**src/rtl/alu_sched_pkg.sv**
```systemverilog
// Shared constants for the round-robin ALU scheduler: FSM state encodings and ALU opcodes.
package alu_sched_pkg;

    localparam logic [1:0] IDLE  = 2'd0;
    localparam logic [1:0] ISSUE = 2'd1;
    localparam logic [1:0] WAIT  = 2'd2;
    localparam logic [1:0] RESP  = 2'd3;

    localparam logic [2:0] OP_AND  = 3'b000;
    localparam logic [2:0] OP_OR   = 3'b001;
    localparam logic [2:0] OP_XOR  = 3'b010;
    localparam logic [2:0] OP_ANDN = 3'b011;
    // Any 1xx opcode selects the ALU default a | ~b; this is the canonical encoding.
    localparam logic [2:0] OP_ORN  = 3'b100;

endpackage

```
**src/rtl/rr_arbiter.sv**
```systemverilog
// Combinational round-robin arbiter: grants the first request found upward from ptr+1,
// wrapping modulo NREQ. The pointer register lives in the parent.
module rr_arbiter #(
    parameter int unsigned NREQ = 4,
    localparam int unsigned IDW = $clog2(NREQ)
) (
    input  logic [NREQ-1:0] req,
    input  logic [IDW-1:0]  ptr,
    input  logic            en,
    output logic [NREQ-1:0] gnt,
    output logic [IDW-1:0]  gnt_idx
);

    logic           found;
    logic [IDW-1:0] cand;

    always_comb begin
        gnt     = '0;
        gnt_idx = '0;
        found   = 1'b0;
        cand    = '0;
        // k runs 1..NREQ so the last grant is examined last.
        for (int unsigned k = 1; k <= NREQ; k++) begin
            cand = IDW'((32'(ptr) + k) % NREQ);
            if (en && !found && req[cand]) begin
                found        = 1'b1;
                gnt[cand]    = 1'b1;
                gnt_idx      = cand;
            end
        end
    end

endmodule

```
**src/rtl/alu_rr_sched.sv**
```systemverilog
// Shares one registered ALU among NREQ requesters: round-robin grant in IDLE, issue the
// operands, capture the result one cycle later and return it on a tagged response channel.
module alu_rr_sched
    import alu_sched_pkg::*;
#(
    parameter int unsigned NREQ = 4,
    parameter int unsigned W    = 8,
    localparam int unsigned IDW = $clog2(NREQ)
) (
    input  logic              clk,
    input  logic              rst,
    input  logic [NREQ-1:0]   req_valid,
    output logic [NREQ-1:0]   req_ready,
    input  logic [3*NREQ-1:0] req_opcode,
    input  logic [W*NREQ-1:0] req_a,
    input  logic [W*NREQ-1:0] req_b,
    output logic [2:0]        alu_opcode,
    output logic [W-1:0]      alu_a,
    output logic [W-1:0]      alu_b,
    input  logic [W-1:0]      alu_result,
    output logic              rsp_valid,
    input  logic              rsp_ready,
    output logic [IDW-1:0]    rsp_id,
    output logic [W-1:0]      rsp_data,
    output logic              busy
);

    logic [1:0]      state_q, state_d;
    logic [IDW-1:0]  ptr_q;
    logic [NREQ-1:0] gnt;
    logic [IDW-1:0]  gnt_idx;
    logic            arb_en;
    logic            grant;
    logic [2:0]      sel_op;
    logic [W-1:0]    sel_a, sel_b;

    // Gating with rst keeps req_ready low while reset is held, so no handshake is lost.
    assign arb_en = (state_q == IDLE) && !rst;

    rr_arbiter #(
        .NREQ(NREQ)
    ) u_arb (
        .req    (req_valid),
        .ptr    (ptr_q),
        .en     (arb_en),
        .gnt    (gnt),
        .gnt_idx(gnt_idx)
    );

    assign req_ready = gnt;
    assign grant     = |gnt;
    assign busy      = (state_q != IDLE);

    always_comb begin
        sel_op = '0;
        sel_a  = '0;
        sel_b  = '0;
        for (int i = 0; i < int'(NREQ); i++) begin
            if (gnt[i]) begin
                sel_op = req_opcode[3*i +: 3];
                sel_a  = req_a[W*i +: W];
                sel_b  = req_b[W*i +: W];
            end
        end
    end

    always_comb begin
        state_d = state_q;
        case (state_q)
            IDLE:    if (grant) state_d = ISSUE;
            ISSUE:   state_d = WAIT;
            WAIT:    state_d = RESP;
            RESP:    if (rsp_ready) state_d = IDLE;
            default: state_d = IDLE;
        endcase
    end

    always_ff @(posedge clk) begin
        if (rst) begin
            state_q    <= IDLE;
            ptr_q      <= IDW'(NREQ - 1);
            alu_opcode <= '0;
            alu_a      <= '0;
            alu_b      <= '0;
            rsp_valid  <= 1'b0;
            rsp_id     <= '0;
            rsp_data   <= '0;
        end else begin
            state_q <= state_d;
            if (grant) begin
                alu_opcode <= sel_op;
                alu_a      <= sel_a;
                alu_b      <= sel_b;
                rsp_id     <= gnt_idx;
                ptr_q      <= gnt_idx;
            end
            if (state_q == WAIT) begin
                rsp_data  <= alu_result;
                rsp_valid <= 1'b1;
            end
            if (state_q == RESP && rsp_ready) begin
                rsp_valid <= 1'b0;
            end
        end
    end

endmodule

```
**config.mk**
```make
export PLATFORM = sky130hd
export DESIGN_NAME = alu_rr_sched
export DESIGN_NICKNAME = d
export VERILOG_FILES = /design/src/rtl/alu_sched_pkg.sv /design/src/rtl/rr_arbiter.sv /design/src/rtl/alu_rr_sched.sv
export SDC_FILE = /design/constraint.sdc
export NUM_CORES = 1
export LEC_CHECK = 0
export CAP_MARGIN = 10
export CORE_UTILIZATION = 39
export DETAILED_ROUTE_END_ITERATION = 7
export GPL_ROUTABILITY_DRIVEN = 0
export PLACE_DENSITY = 0.89
export SLEW_MARGIN = 20
export SYNTH_ARGS = -nofsm -noshare
export SYNTH_HDL_FRONTEND = slang
export SYNTH_SLANG_ARGS = --single-unit
```
**constraint.sdc**
```tcl
create_clock -name clk -period 3.1 [get_ports clk]
set_input_delay 0.31 -clock clk [delete_from_list [all_inputs] [get_ports clk]]
set_output_delay 0.31 -clock clk [all_outputs]
set_load 0.1 [all_outputs]
```
## Word-level counts from Yosys, hierarchy flattened

Index checks and enable logic that the tools add are counted.

- Word-level logic and storage cells: 92
- Input port bits: 91
- Output and inout port bits: 35
- Register bits: 34

- Bitwise logic cells: 3
- $add $sub $neg: 4
- Equality and inequality tests: 5
- Magnitude comparators: 8
- Multiplexer cells: 42
- Reduce and logical (&&, ||, !) cells: 22

Operators by type and width:

| cell | number |
|---|---|
| 8-bit two-way mux | 8 |
| 4-bit two-way mux | 4 |
| 1-bit logical AND | 13 |
| 2-bit by 3-bit less-than comparator with 1-bit output, second input constant | 4 |
| 2-bit two-way mux | 6 |
| 3-bit two-way mux | 4 |
| 4-bit bitwise OR | 3 |
| 1-bit two-way mux | 11 |
| 1-bit binary-select mux with 2-bit select | 4 |
| 1-bit demux with 2-bit select | 4 |
| 2-bit by 1-bit >= comparator with 1-bit output, second input constant | 4 |
| 2-bit one-hot mux with 4 select lines | 1 |
| 2-bit by 1-bit adder with 2-bit output, second input constant | 2 |
| 2-bit adder, second input constant | 2 |
| 2-bit equality test, second input constant | 2 |
| 1-bit zero test | 4 |
| 2-bit inequality test, second input constant | 2 |
| 4-bit OR reduction | 1 |
| 2-bit by 1-bit equality test with 1-bit output, second input constant | 1 |
| 2-bit zero test | 1 |
| 2-bit AND reduction | 1 |
| 2-bit nonzero test | 1 |
| 2-bit OR reduction | 1 |

## Longest topological paths before layout

- Word-level depth: 21
- Depth in mapped cells: 14
- Gate-level depth less buffers: 10

## Cells and area by module

A second synthesis with hierarchy kept.

- Cell total of the unflattened synthesis: 288
- Area, all modules: 2431.1 µm²

By module, submodules not included:

| module | sequential area each (µm²) | area each (µm²) | instances | cells each |
|---|---|---|---|---|
| alu_rr_sched | 680.7 | 1944.4 | 1 | 234 |
| rr_arbiter | 0.0 | 486.7 | 1 | 54 |

## Worst setup path after synthesis

OpenSTA, ideal clock, no wires.

- Kind: reg2reg
- From: register ptr_q[0]
- To: register alu_a[0]
- Library setup time: 75 ps
- Stages on the path, launching flop included: 12
- Arrival time: 3393 ps
- Setup slack: -368 ps
- Buffers on the path: 3
- Data required time: 3025 ps
- Path through: dfxtp_1 -> buf_6 -> inv_1 -> ha_1 -> mux4_2 -> or3_4 -> a21oi_1 -> a21o_1 -> buf_2 -> clkbuf_1 -> nand2_1 -> a31oi_1

- Elaborated cells between the ends (all ways): 57
- Those cells by class: 4 x add/sub; 8 x order compare; 27 x mux; 3 x bitwise; 15 x reduce/logical

RTL lines:

| what | RTL line | RTL |
|---|---|---|
| start: declaration | alu_rr_sched.sv:29 | `logic [IDW-1:0] ptr_q;` |
| start signal: assignment | alu_rr_sched.sv:81 | `ptr_q <= IDW'(NREQ - 1);` |
| start signal: assignment | alu_rr_sched.sv:95 | `ptr_q <= gnt_idx;` |
| parallel branches: the longest is 16 deep, another holds 2-bit by 3-bit less-than comparator with 1-bit output | - |  |
| 4-bit two-way mux (*) | rr_arbiter.sv:25 | `if (en && !found && req[cand]) begin` |
| via req_ready[3] | alu_rr_sched.sv:13 | `output logic [NREQ-1:0] req_ready,` |
| 4-bit OR reduction or 8-bit two-way mux (tied branches) | alu_rr_sched.sv:51, alu_rr_sched.sv:59 |  |
| end signal: assignment | alu_rr_sched.sv:92 | `alu_a <= sel_a;` |
| end: declaration | alu_rr_sched.sv:18 | `output logic [W-1:0] alu_a,` |

Mark *: on every way through the listed nets, which the timed path passes. The select of a mux whose other input is x is not followed.
A chain may end at the register's enable or synchronous reset.

## Worst setup path in the final report

- From: register ptr_q[0]
- To: output req_ready[2]

- Word-level cells in the longest chain between the ends: 17
- Elaborated cells between the ends (all ways): 52
- Those cells by class: 4 x add/sub; 8 x order compare; 23 x mux; 3 x bitwise; 14 x reduce/logical

RTL lines:

| what | RTL line |
|---|---|
| parallel branches: the longest is 16 deep, another holds 2-bit by 3-bit less-than comparator with 1-bit output | - |
| 4-bit two-way mux (*) | rr_arbiter.sv:25 |
| end: declaration | alu_rr_sched.sv:13 |

Mark *: on every way between the ends. The select of a mux whose other input is x is not followed.

==> out/metrics.cfg <==
[layout]
regArea_um2 = 682
syn_to_final_growth_pct = 65.1
drive_above_1_share = 0.108
nFillCells = 428
fin_nets = 507
diodes = 0
final_util = 0.679
finish.instance_area_um2 = 3790
multi_input_area_um2 = 1400

[power_and_ir_drop]
p_int_mw = 2.07
switching_share = 0.555
power_mw = 4.65
p_leak_nw = 1.43
peakVddDrop_mv = 0.871
p_comb_frac = 0.737
seq_power_share = 0.155
p_sw_mw = 2.58
clkPwrFrac = 0.108
powerDensity_nw_per_um2 = 1230

[timing]
finalHoldViolations = 0
period_share = 0.970
slew_headroom = 0.324
fin_worst_skew_ns = 0.0102
fmax_ghz = 0.333
finalSetupTns_ns = 0
period_needed_ns = 3.01
setup_viol = 0
timing.final.ws_setup_ns = 0.0940
finalMaxSlewViolations = 0
tightest_slew_ns = 1.01

[synthesis]
synth_flop_cell = dfxtp_1
ys_seq_elements = 34
synth-seq-area-share = 0.297
ys_warn_count = 0
syn_area_per_cell_um2 = 8.16
synth_nets = 383
syn_inst = 281
ys_types = 42
async_reset_ff_frac = 0
synth-edff-count = 0
netlist_area_um2 = 2290

[clock_tree]
numCtsBuffers = 5
ctsHtreeMaxLevel = 2
cts_hold_buf = 0
clk_pin_slew_ns = 0.07
cts_max_path_buffers = 2
clock_sinks = 34
clk_root_buffer_cell = clkbuf_8
worstSkewPairLatency_ns = 0.30
cts_tree = done

[worst_setup_path]
r2r_end = alu_a[7]
cpPeakStageDelay_ns = 0.43
critPathKind = flip-flop to output port
cp_cell_sequence = inv_1 -> ha_1 -> mux4_2 -> or3_4 -> a21o_1 -> and2_4 -> inv_2 -> buf_4 -> buf_12
timing.rr.start = ptr_q[0]
endpoint_kind = output port
cp.required_ns = 2.79
slowest_stage = or3_4
rr_worst_depth = 10
rrSetupSlack_ns = 0.10
path_max_fanout = 10
critical_path.startpoint_type = flip-flop
cp.arrival_ns = 2.70

[global_routing]
antenna_found_initial = 0
grt_pass1_wl_um = 11900
grt_start_max_net_pins = 28
grt_overflow_total = 0
first_global_vias = 2554
grt_util_all_layers = 0.246

[place]
dp_hpwl_um = 5630
post_dp_cell_area_um2 = 3630
dpl_worst_slack_ns = -0.00702
numPortBuffers = 125

[drt]
first_iter_violations = 151
highest_layer = met4
first_pass_iters = 4
drc = 0
via_per_inst = 5.61
wirelength_um = 7770
ant_nets = 0
vias = 2683
wl_met2_um = 4000
routed-wl-met3_um = 642
met1_length_um = 2870
wl_per_cell_um = 16.3

[hold_path]
min_from = rsp_data[5]
min_delay_path_depth = 2
min_delay_worst_endpoint = rsp_data[5]
hold_path_class = flip-flop to flip-flop

[floorplanning]
initial_utilization = 0.411
die_x_um = 78.7
die_area_um2 = 6190
die-height_um = 78.7
coreArea_um2 = 5570
rows = 27
io-pin-count = 126

[run_status]
status = completed

[flow_run]
maxCapViolCount = 0

==> layout make-up <==
type,instances,area share
clock inverters,3,0.0182
flip-flops and latches,34,0.180
clock buffers,5,0.0182
multi-input cells,212,0.370
inverters,10,0.00991
repair buffers,142,0.380
well taps,72,0.0238
==> metal layers <==
metal | track usage | vias up
li1 | - | 1279
met4 | 0.107 | 0
met2 | 0.450 | 155
met5 | 0 | -
met3 | 0.0686 | 23
met1 | 0.260 | 1226
==> cell usage in the layout, fill, tap and decap left out, types with 5 or more instances in the layout <==
cell,n
mux2i_1,10
clkdlybuf4s50_1,119
buf_4,15
nand2_1,28
ha_1,11
dfxtp_1,33
a31oi_1,19
buf_12,5
inv_1,9
o21ai_1,23
a221oi_1,18
or3_1,19
clkbuf_8,5
nor2_1,37
==> power groups by stage <==
stage                     Sequential, mW  Combinational, mW  Clock [mW]
final                              0.721               3.42       0.504
after global placement             0.720               3.24           0
after global routing               0.742               3.60       0.527
after floorplan                     1.76               1.57           0
after CTS                          0.720               3.37       0.506
after detailed placement           0.722               3.33           0
==> cells in the mapped netlist (all sizes together), types with 2 or more instances <==
cell type | n | area [µm²]
nor2 | 37 | 139
dfxtp | 34 | 681
nand2 | 28 | 105
o21ai | 28 | 144
or3 | 20 | 130
a221oi | 19 | 173
a31oi | 19 | 119
buf | 17 | 145
ha | 11 | 138
inv | 10 | 37.5
mux2i | 10 | 100
clkbuf | 8 | 33.8
a21o | 4 | 30.0
mux4 | 4 | 90.1
nand3b | 4 | 30.0
a211oi | 3 | 22.5
a21oi | 3 | 15.0
and2 | 3 | 21.3
nor2b | 3 | 18.8
nor3b | 3 | 22.5
nor3 | 2 | 10.0
==> registers in the layout, indices dropped and copies added (netlist names) <==
signal,flops
rsp_id,2
alu_a,8
alu_b,8
ptr_q,2
state_q,2
rsp_data,8
rsp_valid,1
alu_opcode,3
==> critical path: cells and delay by family, from the launching register on <==
| family | cells | cell delay, ns |
|---|---|---|
| multiplexers | 1 | 0.38 |
| adder cells (fa/ha/maj) | 1 | 0.34 |
| buffers and inverters | 4 | 0.56 |
| AO/OA/AOI/OAI | 1 | 0.17 |
| AND/OR/NAND/NOR | 2 | 0.56 |
| flip-flops | 1 | 0.38 |
==> cells by family after synthesis <==
group,Yosys count,share of synthesized area
DFF,34,0.297
and+or+nand+nor,107,0.231
AOI/OAI and AO/OA,80,0.235
buffers and inverters,35,0.0944
muxes,14,0.0829
adders and majority gates,11,0.0600
==> what timing repair did <==
item | CTS | global route
gates cloned | 0 | 0
gates resized for setup | 1 | 4
buffers inserted | 0 | 1
hold endpoints to repair | 0 | 0
setup endpoints to repair | 4 | 19
==> how the worst max path moves through the flow <==
| stage | from | slack, ns | cells after the start | endpoint |
|---|---|---|---|---|
| final | ptr_q[0] | 0.09 | 9 | req_ready[2] |
| after floorplan | ptr_q[0] | 0.1 | 11 | alu_a[0] |
| after global routing | ptr_q[0] | -0.02 | 8 | req_ready[3] |
| after global placement | req_valid[3] | 0.09 | 9 | alu_a[0] |
| after CTS | ptr_q[0] | 0.06 | 10 | alu_a[7] |
| after detailed placement | req_valid[3] | -0.007 | 9 | alu_a[0] |
==> per-stage QoR <==
stage                     cells  hold WS (ns)
after global placement      469         0.475
final                       478         0.494
after CTS                   477         0.501
after floorplan             281         0.389
after detailed placement    469         0.481
after global routing        478         0.517
(Power assumes the default switching activity.)
